--- src/rtl/gcd_lcm_coproc_ctrl.sv ---
//------------------------------------------------------------------------------
// gcd_lcm_coproc_ctrl
//   Sequencer for the GCD/LCM coprocessor: subtractive GCD, divide-by-subtract
//   and shift-add multiply for LCM, valid/ready response channel.
//   Revision: 1.0
//------------------------------------------------------------------------------
`default_nettype none

module gcd_lcm_coproc_ctrl #(
    parameter int WIDTH      = 8,
    parameter int MARKER_BIT = 16,
    parameter int OP_BIT     = 17
) (
    input  logic        clk,
    input  logic        reset,
    input  logic        cmd_valid,
    input  logic [31:0] cmd,
    output logic        cmd_ready,
    output logic        rsp_valid,
    input  logic        rsp_ready,
    output logic [31:0] result,
    output logic        rsp_err,
    output logic        busy
);

    localparam int CW = $clog2(WIDTH);

    typedef enum logic [2:0] {
        S_IDLE = 3'd0,
        S_GCD  = 3'd1,
        S_DIV  = 3'd2,
        S_MUL  = 3'd3,
        S_DONE = 3'd4
    } state_t;

    state_t               state_q, state_d;
    logic [WIDTH-1:0]     a_q, a_d;
    logic [WIDTH-1:0]     b_q, b_d;
    logic [WIDTH-1:0]     x_q, x_d;
    logic [WIDTH-1:0]     y_q, y_d;
    logic [WIDTH-1:0]     q_q, q_d;
    logic [WIDTH-1:0]     r_q, r_d;
    logic [2*WIDTH-1:0]   acc_q, acc_d;
    logic [2*WIDTH-1:0]   result_q, result_d;
    logic [CW-1:0]        count_q, count_d;
    logic                 op_q, op_d;
    logic                 err_q, err_d;

    logic                 w_gcd_done;
    logic [WIDTH-1:0]     w_g;
    logic [2*WIDTH-1:0]   w_addend;
    logic [2*WIDTH-1:0]   w_acc_next;
    logic                 w_unused_cmd;

    assign w_unused_cmd = ^cmd[31:OP_BIT+1];

    // a==0 yields b; b==0 or a==b both yield a.
    assign w_gcd_done = (a_q == '0) || (b_q == '0) || (a_q == b_q);
    assign w_g        = (a_q == '0) ? b_q : a_q;

    assign w_addend   = q_q[count_q] ? ({{WIDTH{1'b0}}, y_q} << count_q) : '0;
    assign w_acc_next = acc_q + w_addend;

    always_comb begin
        state_d  = state_q;
        a_d      = a_q;
        b_d      = b_q;
        x_d      = x_q;
        y_d      = y_q;
        q_d      = q_q;
        r_d      = r_q;
        acc_d    = acc_q;
        result_d = result_q;
        count_d  = count_q;
        op_d     = op_q;
        err_d    = err_q;

        case (state_q)
            S_IDLE: begin
                if (cmd_valid) begin
                    a_d  = cmd[WIDTH-1:0];
                    b_d  = cmd[2*WIDTH-1:WIDTH];
                    x_d  = cmd[WIDTH-1:0];
                    y_d  = cmd[2*WIDTH-1:WIDTH];
                    op_d = cmd[OP_BIT];
                    if (!cmd[MARKER_BIT]) begin
                        result_d = '0;
                        err_d    = 1'b1;
                        state_d  = S_DONE;
                    end else begin
                        state_d  = S_GCD;
                    end
                end
            end

            S_GCD: begin
                if (w_gcd_done) begin
                    // b holds the GCD from here on; DIV uses it as the divisor.
                    b_d = w_g;
                    if (!op_q) begin
                        result_d = {{WIDTH{1'b0}}, w_g};
                        state_d  = S_DONE;
                    end else if ((x_q == '0) || (y_q == '0)) begin
                        result_d = '0;
                        state_d  = S_DONE;
                    end else begin
                        r_d     = x_q;
                        q_d     = '0;
                        state_d = S_DIV;
                    end
                end else if (a_q > b_q) begin
                    a_d = a_q - b_q;
                end else begin
                    b_d = b_q - a_q;
                end
            end

            S_DIV: begin
                if (r_q >= b_q) begin
                    r_d = r_q - b_q;
                    q_d = q_q + 1'b1;
                end else begin
                    acc_d   = '0;
                    count_d = '0;
                    state_d = S_MUL;
                end
            end

            S_MUL: begin
                acc_d   = w_acc_next;
                count_d = count_q + 1'b1;
                if (count_q == CW'(WIDTH - 1)) begin
                    result_d = w_acc_next;
                    state_d  = S_DONE;
                end
            end

            S_DONE: begin
                if (rsp_ready) begin
                    err_d   = 1'b0;
                    state_d = S_IDLE;
                end
            end

            default: begin
                state_d = S_IDLE;
            end
        endcase
    end

    always_ff @(posedge clk) begin
        if (!reset) begin
            state_q  <= S_IDLE;
            a_q      <= '0;
            b_q      <= '0;
            x_q      <= '0;
            y_q      <= '0;
            q_q      <= '0;
            r_q      <= '0;
            acc_q    <= '0;
            result_q <= '0;
            count_q  <= '0;
            op_q     <= 1'b0;
            err_q    <= 1'b0;
        end else begin
            state_q  <= state_d;
            a_q      <= a_d;
            b_q      <= b_d;
            x_q      <= x_d;
            y_q      <= y_d;
            q_q      <= q_d;
            r_q      <= r_d;
            acc_q    <= acc_d;
            result_q <= result_d;
            count_q  <= count_d;
            op_q     <= op_d;
            err_q    <= err_d;
        end
    end

    assign cmd_ready = (state_q == S_IDLE);
    assign busy      = (state_q != S_IDLE);
    assign rsp_valid = (state_q == S_DONE);
    assign rsp_err   = err_q;
    assign result    = {{(32 - 2*WIDTH){1'b0}}, result_q};

endmodule

`default_nettype wire

--- config.mk ---
export PLATFORM = sky130hd
export DESIGN_NAME = gcd_lcm_coproc_ctrl
export DESIGN_NICKNAME = d
export VERILOG_FILES = /design/src/rtl/gcd_lcm_coproc_ctrl.sv
export SDC_FILE = /design/constraint.sdc
export NUM_CORES = 1
export LEC_CHECK = 0
export ABC_CLOCK_PERIOD_IN_PS = 7200
export CAP_MARGIN = 0
export CORE_UTILIZATION = 35
export CTS_BUF_LIST = sky130_fd_sc_hd__clkbuf_4 sky130_fd_sc_hd__clkbuf_8 sky130_fd_sc_hd__clkbuf_16
export DETAILED_ROUTE_END_ITERATION = 16
export PLACE_DENSITY = 0.63
export SKIP_CTS_REPAIR_TIMING = 1
export SKIP_LAST_GASP = 1
export SLEW_MARGIN = 20
export SYNTH_ARGS = -nofsm -noshare
export SYNTH_HDL_FRONTEND = slang
export SYNTH_SLANG_ARGS = --single-unit
--- constraint.sdc ---
create_clock -name clk -period 7.2 [get_ports clk]
set_clock_uncertainty 0.05 [all_clocks]
set_input_delay 1.08 -clock clk [delete_from_list [all_inputs] [get_ports clk]]
set_output_delay 1.08 -clock clk [all_outputs]
set_load 0.01 [all_outputs]
-- Yosys cells after proc, flatten, opt, wreduce, memory -nomap -nowiden
Index checks and enable logic that the tools add are counted.
- register bits after elaboration: 88
- input port bits: 36
- output and inout port bits: 36
- word-level logic and storage cells: 109
- $add $sub $neg: 6
- $lt $le $gt $ge: 3
- eq/ne operators: 19
- shift operators: 1
- muxes and demuxes: 46
- reduce and logical (&&, ||, !) cells: 22
- operators by type and width (cell ; count):
    $mux 16 ; 8
    $mux 8 ; 15
    $pmux 8 s2 ; 4
    $pmux 16 s3 ; 1
    $logic_not 8->1 ; 4
    $pmux 16 s2 ; 1
    $mux 3 ; 9
    $sub 8x8->8 ; 3
    $ne 2x2->1 const B ; 10
    $add 16x16->16 ; 1
    $shl 8x3->16 ; 1
    $pmux 3 s5 ; 1
    $reduce_and 5->1 ; 2
    $add 8x1->8 const B ; 1
    $eq 8x8->1 ; 1
    $ge 8x8->1 ; 1
    $gt 8x8->1 ; 1
    $reduce_and 4->1 ; 2
    $reduce_bool 2->1 ; 4
    $eq 3x2->1 const B ; 2
    $eq 3x3->1 const B ; 2
    $ne 3x3->1 const B ; 2
    $pmux 3 s2 ; 1
    $reduce_and 6->1 ; 1
    12 further kinds ; 19

-- Depth between registers and ports, before layout
Gate-level depths: netlist of run 1.
- depth in word-level cells: 6
- depth in mapped cells: 15
- gate-level depth less buffers: 13

-- Worst setup path after synthesis of run 1
OpenSTA, ideal clock, no wires.
- kind: register to register
- start point: register count_q[0]
- end point: register acc_q[15]
- library setup time: 75 ps
- arrival: 3263 ps
- required time: 7075 ps
- setup slack: 3812 ps
- cell stages (with the launch flop): 15
- buffers on the path: 3
- period minus slack after synthesis: 3388 ps
- cells stage by stage: dfxtp_1 -> clkbuf_1 -> mux4_2 -> nand2b_1 -> and2_1 -> clkbuf_1 -> nor2_1 -> ha_1 -> clkbuf_1 -> a21oi_1 -> o21ai_0 -> a221oi_1 -> o31ai_1 -> or3_1 -> a31oi_1
- longest elaborated chain between the ends: 5
- elaborated cells between the ends (all ways): 6
- those cells by class: 1 x add/sub; 1 x shift; 4 x mux
- ends and longest elaborated chain (item ; line ; RTL):
    start, declared ; 45 ; logic [CW-1:0] count_q, count_d;
    start signal, assigned ; 175 ; count_q <= count_d;
    $bmux 1 s3 ; 61 ; assign w_addend = q_q[count_q] ? ({{WIDTH{1'b0}}, y_q} << count_q) : '0;
    $mux 1 (implied by the code) ; 61 ;
    $mux 16 * ; 61 ;
    $add 16x16->16 * ; 62 ; assign w_acc_next = acc_q + w_addend;
    $pmux 16 s2 * ; 78 ; case (state_q)
    end signal, assigned ; 160 ; acc_q <= '0;
    end signal, assigned ; 173 ; acc_q <= acc_d;
    end, declared ; 43 ; logic [2*WIDTH-1:0] acc_q, acc_d;
Mark *: on every way between the ends. The rest lies on a longest branch, timed or not. The select of a mux whose other input is x is not followed.
A chain may end at the register's enable or synchronous reset.

-- Final worst setup path of run 1
Ends and elaborated chain as after synthesis.

==> results of run 1 <==
## sequential cells by signal, summed over array words and instances, names as in the netlist
signal    count
count_q       3
x_q           8
rsp_err       1
q_q           8
r_q           8
op_q          1
acc_q        16
a_q           8
b_q           8
y_q           8
result_q     16
state_q       3
## layout make-up
class,count,share of cell area (%)
repair buffers,47,6.40
flip-flops and latches,88,24.7
multi-input cells,653,58.8
clock inverters,6,1.30
inverters,31,1.63
clock buffers,9,3.16
well taps,225,3.95
## per-layer routing
layer	track usage, %	vias to the layer above	routed length (um)
li1	-	2992	-
met1	25.1	2795	8240
met2	32.2	138	8160
met3	3.30	28	575
met4	6.17	0	388
met5	0	-	0
## how the worst max path moves through the flow
stage	depth (start not counted)	slack, ps	from	end
floorplan	14	3810	count_q[0]	acc_q[15]
global placement	11	3460	count_q[0]	acc_q[15]
detailed placement	11	3460	count_q[0]	acc_q[15]
CTS	11	3420	count_q[0]	acc_q[15]
global route	11	3070	count_q[0]	acc_q[15]
finish	11	3400	count_q[0]	acc_q[15]
## kinds of logic after synthesis
group,Yosys count,synth area share [%]
flip-flops,88,27.6
XOR/XNOR,7,0.962
other,1,0.0588
AO/OA/AOI/OAI,245,26.0
AND/OR/NAND/NOR,321,24.8
multiplexers,19,3.49
buffers and inverters,99,7.68
adder cells (fa/ha/maj),45,9.31
## stage by stage
stage | util, % | hold slack [ps] | instances | worst slack [ps]
3_3_place_gp | 38.7 | 398 | 1044 | 3460
3_5_place_dp | 38.7 | 401 | 1044 | 3460
5_1_grt | 40.6 | 433 | 1059 | 3070
4_1_cts | 40.5 | 411 | 1059 | 3420
2_1_floorplan | - | 391 | 840 | 3810
6_report | 40.6 | 414 | 1059 | 3400
## cell usage in the layout (no fill, tap or decap), types with 7 or more instances in the layout
| cell | instances |
|---|---|
| nand2_1 | 108 |
| dfxtp_1 | 88 |
| a21oi_1 | 85 |
| nor2_1 | 74 |
| ha_1 | 41 |
| clkdlybuf4s50_1 | 41 |
| o21ai_0 | 34 |
| inv_1 | 30 |
| nand3_1 | 21 |
| nor3_1 | 18 |
| nand2b_1 | 16 |
| conb_1 | 16 |
| nand4_1 | 12 |
| mux2i_1 | 11 |
| nor2b_1 | 10 |
| or3_1 | 10 |
| nand3b_1 | 9 |
| o211ai_1 | 9 |
| and3_1 | 9 |
| a211oi_1 | 9 |
| a21o_1 | 9 |
| clkbuf_16 | 9 |
| a31oi_1 | 8 |
| o21a_1 | 8 |
| a221oi_1 | 7 |
| xnor2_1 | 7 |
| o211a_1 | 7 |
## worst max-delay path: stages, from the launching register on
cell	delay (ps)
dfxtp_1	740
mux4_2	580
nand2b_1	180
and2_1	280
nor2_1	110
ha_1	390
a21oi_1	230
o21ai_0	150
a221oi_1	310
o31ai_1	200
or3_1	340
a31oi_1	170
## power groups by stage
stage	combinational [W]	sequential, W	clock [W]
2_1_floorplan	0.00106	0.000652	0
3_3_place_gp	0.00133	0.000678	0
3_5_place_dp	0.00134	0.000680	0
4_1_cts	0.00135	0.000670	0.000528
5_1_grt	0.00151	0.000684	0.000546
6_report	0.00136	0.000672	0.000516
==> reports/results.tsv, run 1 <==
stage	metric	value	unit
outcome	outcome	finished, final reports clean	
layout	final-seq-area	0.00176	mm2
detailed_routing	firstDrtPassIters	5	
synth	ys_seq_elements	88	
layout	drive_gt1_share	5.76	%
sta	min_period	3800	ps
clock_network	numCtsBuffers	9	
sta	relSlewSlack	35.0	%
synth	synth_edf_count	0	
min_path	min_from	acc_q[0]	
pwr	combPwrFrac	53.4	%
detailed_routing	wire_per_inst	16.4	um
placement	hpwl	12600	um
die	pin_count	72	
sta	rsz0062_at_grt	no	
layout	nNetsFinal	911	
detailed_routing	drt-initial-drc-count	406	
placement	placement.io_buffers	41	
worst_setup_path	cp-start-kind	flop	
pwr	p_seq_share	26.4	%
synth	ys_warn_count	0	
synth	synth.distinct_cells	78	
worst_setup_path	reg2reg_to	acc_q[15]	
worst_setup_path	critPathRequiredTime	7430	ps
worst_setup_path	cp-end-kind	flop	
die	start_util	36.3	%
pwr	ir_drop	0.000217	V
die	dieArea	0.0187	mm2
pwr	clockPowerShare	20.3	%
pwr	internal_power	0.00142	W
sta	finalSetupTns	0	ps
synth	synth_seq_area_share	27.6	%
synth	avgSynthCellArea	7.72	um2
worst_setup_path	criticalPathCategory	flop to flop	
global_route	antenna_found_initial	0	
pwr	leakage	2.78	nW
global_route	grt_use_total	19.3	%
clock_network	cts.sinks	88	
pwr	switching_share	44.1	%
worst_setup_path	cp_max_fo	19	
die	num_rows	48	
clock_network	tritoncts	done	
global_route	grt_max_degree	65	
layout	antenna_cells	0	
layout	area_delta_synth_final	11.7	%
placement	place_area	0.00679	mm2
die	die_w	137	um
detailed_routing	dr_total_vias	5953	
clock_network	cts_root_buffer	clkbuf_16	
sta	worstMarginPinSlew	976	ps
worst_setup_path	r2r_cells	11	
synth	async_reset_ff_share	0	%
global_route	overflow	0	
sta	slew_viol_final	0	
pwr	finalPower	0.00255	W
pwr	p_switching	0.00112	W
clock_network	clockBufferDepth	2	
clock_network	clk-insertion-delay-late	360	ps
clock_network	path_clk_slew	70	ps
detailed_routing	via_per_inst	5.62	
layout	multi_input_area	0.00419	mm2
detailed_routing	antenna_left	0	
synth	synthTopCellsByCount	nand2_1 (108), dfxtp_1 (88), a21oi_1 (85)	
synth	syn_inst	825	
min_path	hold_path_depth	2	
min_path	min_path_type	flop to flop	
layout	design_area	0.00712	mm2
global_route	grt_pass1_vias	5427	
min_path	hold_end	acc_q[0]	
detailed_routing	wl	17400	um
layout	fillers	1847	
detailed_routing	drc	0	
sta	setup_violations	0	
worst_setup_path	reg2reg_slack	3400	ps
pwr	power_density	358	mW/mm2
synth	ys.flop_type	dfxtp_1	
synth	yosysTopAreaCellShare	27.6	%
synth	syn_area	0.00637	mm2
sta	hold_violations	0	
synth	synth.most_common_cell	nand2_1	
die	core	0.0175	mm2
sta	fin_crit_sh	52.7	%
synth	synth_area_leaders	dfxtp_1 (28%), ha_1 (8.1%), a21oi_1 (6.7%)	
sta	fmax	263	MHz
worst_setup_path	r2r-start	count_q[0]	
job	maxCapViolations	0	
die	die_h	137	um
global_route	grt_pass1_wl	28200	um
placement	gp_congestion	0.864	
synth	synth_top_cell_by_area	dfxtp_1	
worst_setup_path	crit_arrival	4020	ps
clock_network	htree_levels	3	
(Power assumes the default switching activity.)
==> run 2, diff against run 1 <==
- ABC_CLOCK_PERIOD_IN_PS: 7200 -> 3400
- PLACE_DENSITY: 0.63 -> 0.65
- clock period: 7.2 -> 3.4 ns (I/O delays scaled with it)
==> reports/results.tsv, run 2 (synthesis results as in run 1) <==
stage	metric	value	unit	change
layout	area_delta_synth_final	14.6	%	
pwr	ir_drop	0.000392	V	+80%
global_route	met1_usage	25.6	%	+0.45 points
die	core	0.0175	mm2	unchanged
job	maxCapViolations	0		unchanged
clock_network	path_clk_slew	70	ps	about the same
layout	reg.largest.list	acc_q (16), result_q (16)		
worst_setup_path	cp_max_fo	7		-12
clock_network	clockBufferDepth	2		unchanged
detailed_routing	via_per_inst	5.60		-0.46%
outcome	outcome	finished, final reports clean		
die	die_w	137	um	unchanged
clock_network	clk-insertion-delay-late	350	ps	about the same
layout	antenna_cells	0		unchanged
detailed_routing	dr_total_vias	6043		+1.5%
global_route	grt_util_met3	3.59	%	+0.30 points
layout	nNetsFinal	932		+2.3%
global_route	grt_use_total	19.5	%	+0.21 points
global_route	overflow	0		unchanged
placement	hpwl	12900	um	+1.9%
worst_setup_path	criticalPathCategory	flop to flop		
sta	hold_violations	0		unchanged
placement	placement.io_buffers	41		unchanged
sta	slew_viol_final	0		unchanged
global_route	antenna_found_initial	0		unchanged
detailed_routing	drc	0		unchanged
detailed_routing	wire_per_inst	16.3	um	-0.86%
min_path	min_path_type	flop to flop		
clock_network	numCtsBuffers	9		unchanged
layout	layout.cells.non_filler	1080		+2.0%
global_route	grt_pass1_vias	5546		+2.2%
pwr	power_density	746	mW/mm2	+110%
sta	relSlewSlack	55.2	%	+20 points
pwr	internal_power	0.00306	W	+120%
placement	dp_cells	1065		+2.0%
clock_network	cts_root_buffer	clkbuf_16		
worst_setup_path	crit_arrival	3420	ps	-600 ps
die	num_rows	48		unchanged
sta	fmax	314	MHz	+19%
sta	setup_ws	210	ps	-3190 ps
sta	min_period	3190	ps	-606 ps
placement	pre_cts_ws	88.4	ps	-3370 ps
layout	layout.cells.most_common_list	nand2_1 (108), dfxtp_1 (87), a21oi_1 (84)		
layout	layout_commonest_cell	nand2_1		
pwr	clockPowerShare	20.2	%	about the same
detailed_routing	firstDrtPassIters	4		-1
pwr	leakage	2.89	nW	+4.1%
sta	fin_crit_sh	93.8	%	+41 points
worst_setup_path	cp-start-kind	flop		
global_route	grt_max_degree	45		-31%
placement	gp_congestion	0.872		+0.89%
global_route	grt_pass1_wl	28500	um	+1.3%
pwr	p_seq_share	25.9	%	-0.5 points
detailed_routing	drt-initial-drc-count	351		-14%
clock_network	cts.sinks	88		unchanged
detailed_routing	wl	17600	um	+1.1%
sta	setup_violations	0		unchanged
pwr	switching_share	43.7	%	-0.40 points
detailed_routing	antenna_left	0		unchanged
global_route	grtUsageMet2	32.4	%	+0.25 points
die	pin_count	72		unchanged
worst_setup_path	cp-end-kind	flop		
die	dieArea	0.0187	mm2	unchanged
pwr	combPwrFrac	53.9	%	+0.5 points
die	die_h	137	um	unchanged
die	start_util	36.3	%	unchanged
worst_setup_path	critPathRequiredTime	3630	ps	-3800 ps
sta	rsz0062_at_grt	yes		
clock_network	tritoncts	done		
clock_network	htree_levels	3		unchanged
global_route	busiest_layer	met2		
pwr	p_switching	0.00238	W	+110%
layout	drive_gt1_share	8.42	%	+2.7 points
sta	worstMarginPinSlew	670	ps	-306 ps
## run 2: cell types whose count changed in the layout (fill, tap and decap cells not counted), sizes merged
cell	change
buf	+21
## run 2: path summary, 6_finish.rpt
check | from | to | slack (ps) | depth (start not counted)
worst max-delay path | count_q[0] | acc_q[15] | 210 | 11
worst min-delay path | acc_q[0] | acc_q[0] | 410 | 2
worst max register to register | count_q[0] | acc_q[15] | 210 | 11
worst min register to register | acc_q[0] | acc_q[0] | 410 | 2
## run 2: power by group through the flow
stage               Combinational, W  Clock [W]  Sequential, W
CTS                          0.00291    0.00112        0.00141
detailed placement           0.00289          0        0.00143
finish                       0.00294    0.00110        0.00141
global route                 0.00326    0.00116        0.00143
global placement             0.00287          0        0.00143
floorplan                    0.00225          0        0.00138
## run 2: per-stage QoR
| stage | cell area, um2 | setup TNS (ps) | power, W | utilization [%] | hold slack, ps |
|---|---|---|---|---|---|
| 6_report | 7300 | 0 | 0.00545 | 41.6 | 412 |
| 4_1_cts | 7290 | 0 | 0.00544 | 41.6 | 413 |
| 3_3_place_gp | 6980 | 0 | 0.00429 | 39.8 | 400 |
| 5_1_grt | 7300 | -49.8 | 0.00585 | 41.6 | 422 |
| 3_5_place_dp | 6980 | 0 | 0.00432 | 39.8 | 403 |
| 2_1_floorplan | 6430 | 0 | 0.00363 | - | 391 |
## run 2: layout make-up
type	count	area, um2
Clock buffer	9	225
Clock inverter	6	92.6
Fill cell	1811	10200
Inverter	31	116
Multi-Input combinational cell	653	4190
Sequential cell	88	1760
Tap cell	225	282
Timing Repair Buffer	68	638
## run 2: worst max-delay path, cell delays in order, from the launching register on
cell and delay (ps):
dfxtp_1 400, mux4_2 520, nand2_1 90, and2_1 270, nor2_1 90, ha_1 360, a21oi_1 200, o21ai_0 130
a221oi_1 350, o31ai_2 160, or3_1 330, a31oi_1 170
## run 2: routing by layer
metal | share of wire (%) | wire length, um
met2 | 47 | 8300
met4 | 2.1 | 363
met3 | 4.2 | 735
met5 | 0 | 0
met1 | 46 | 8160
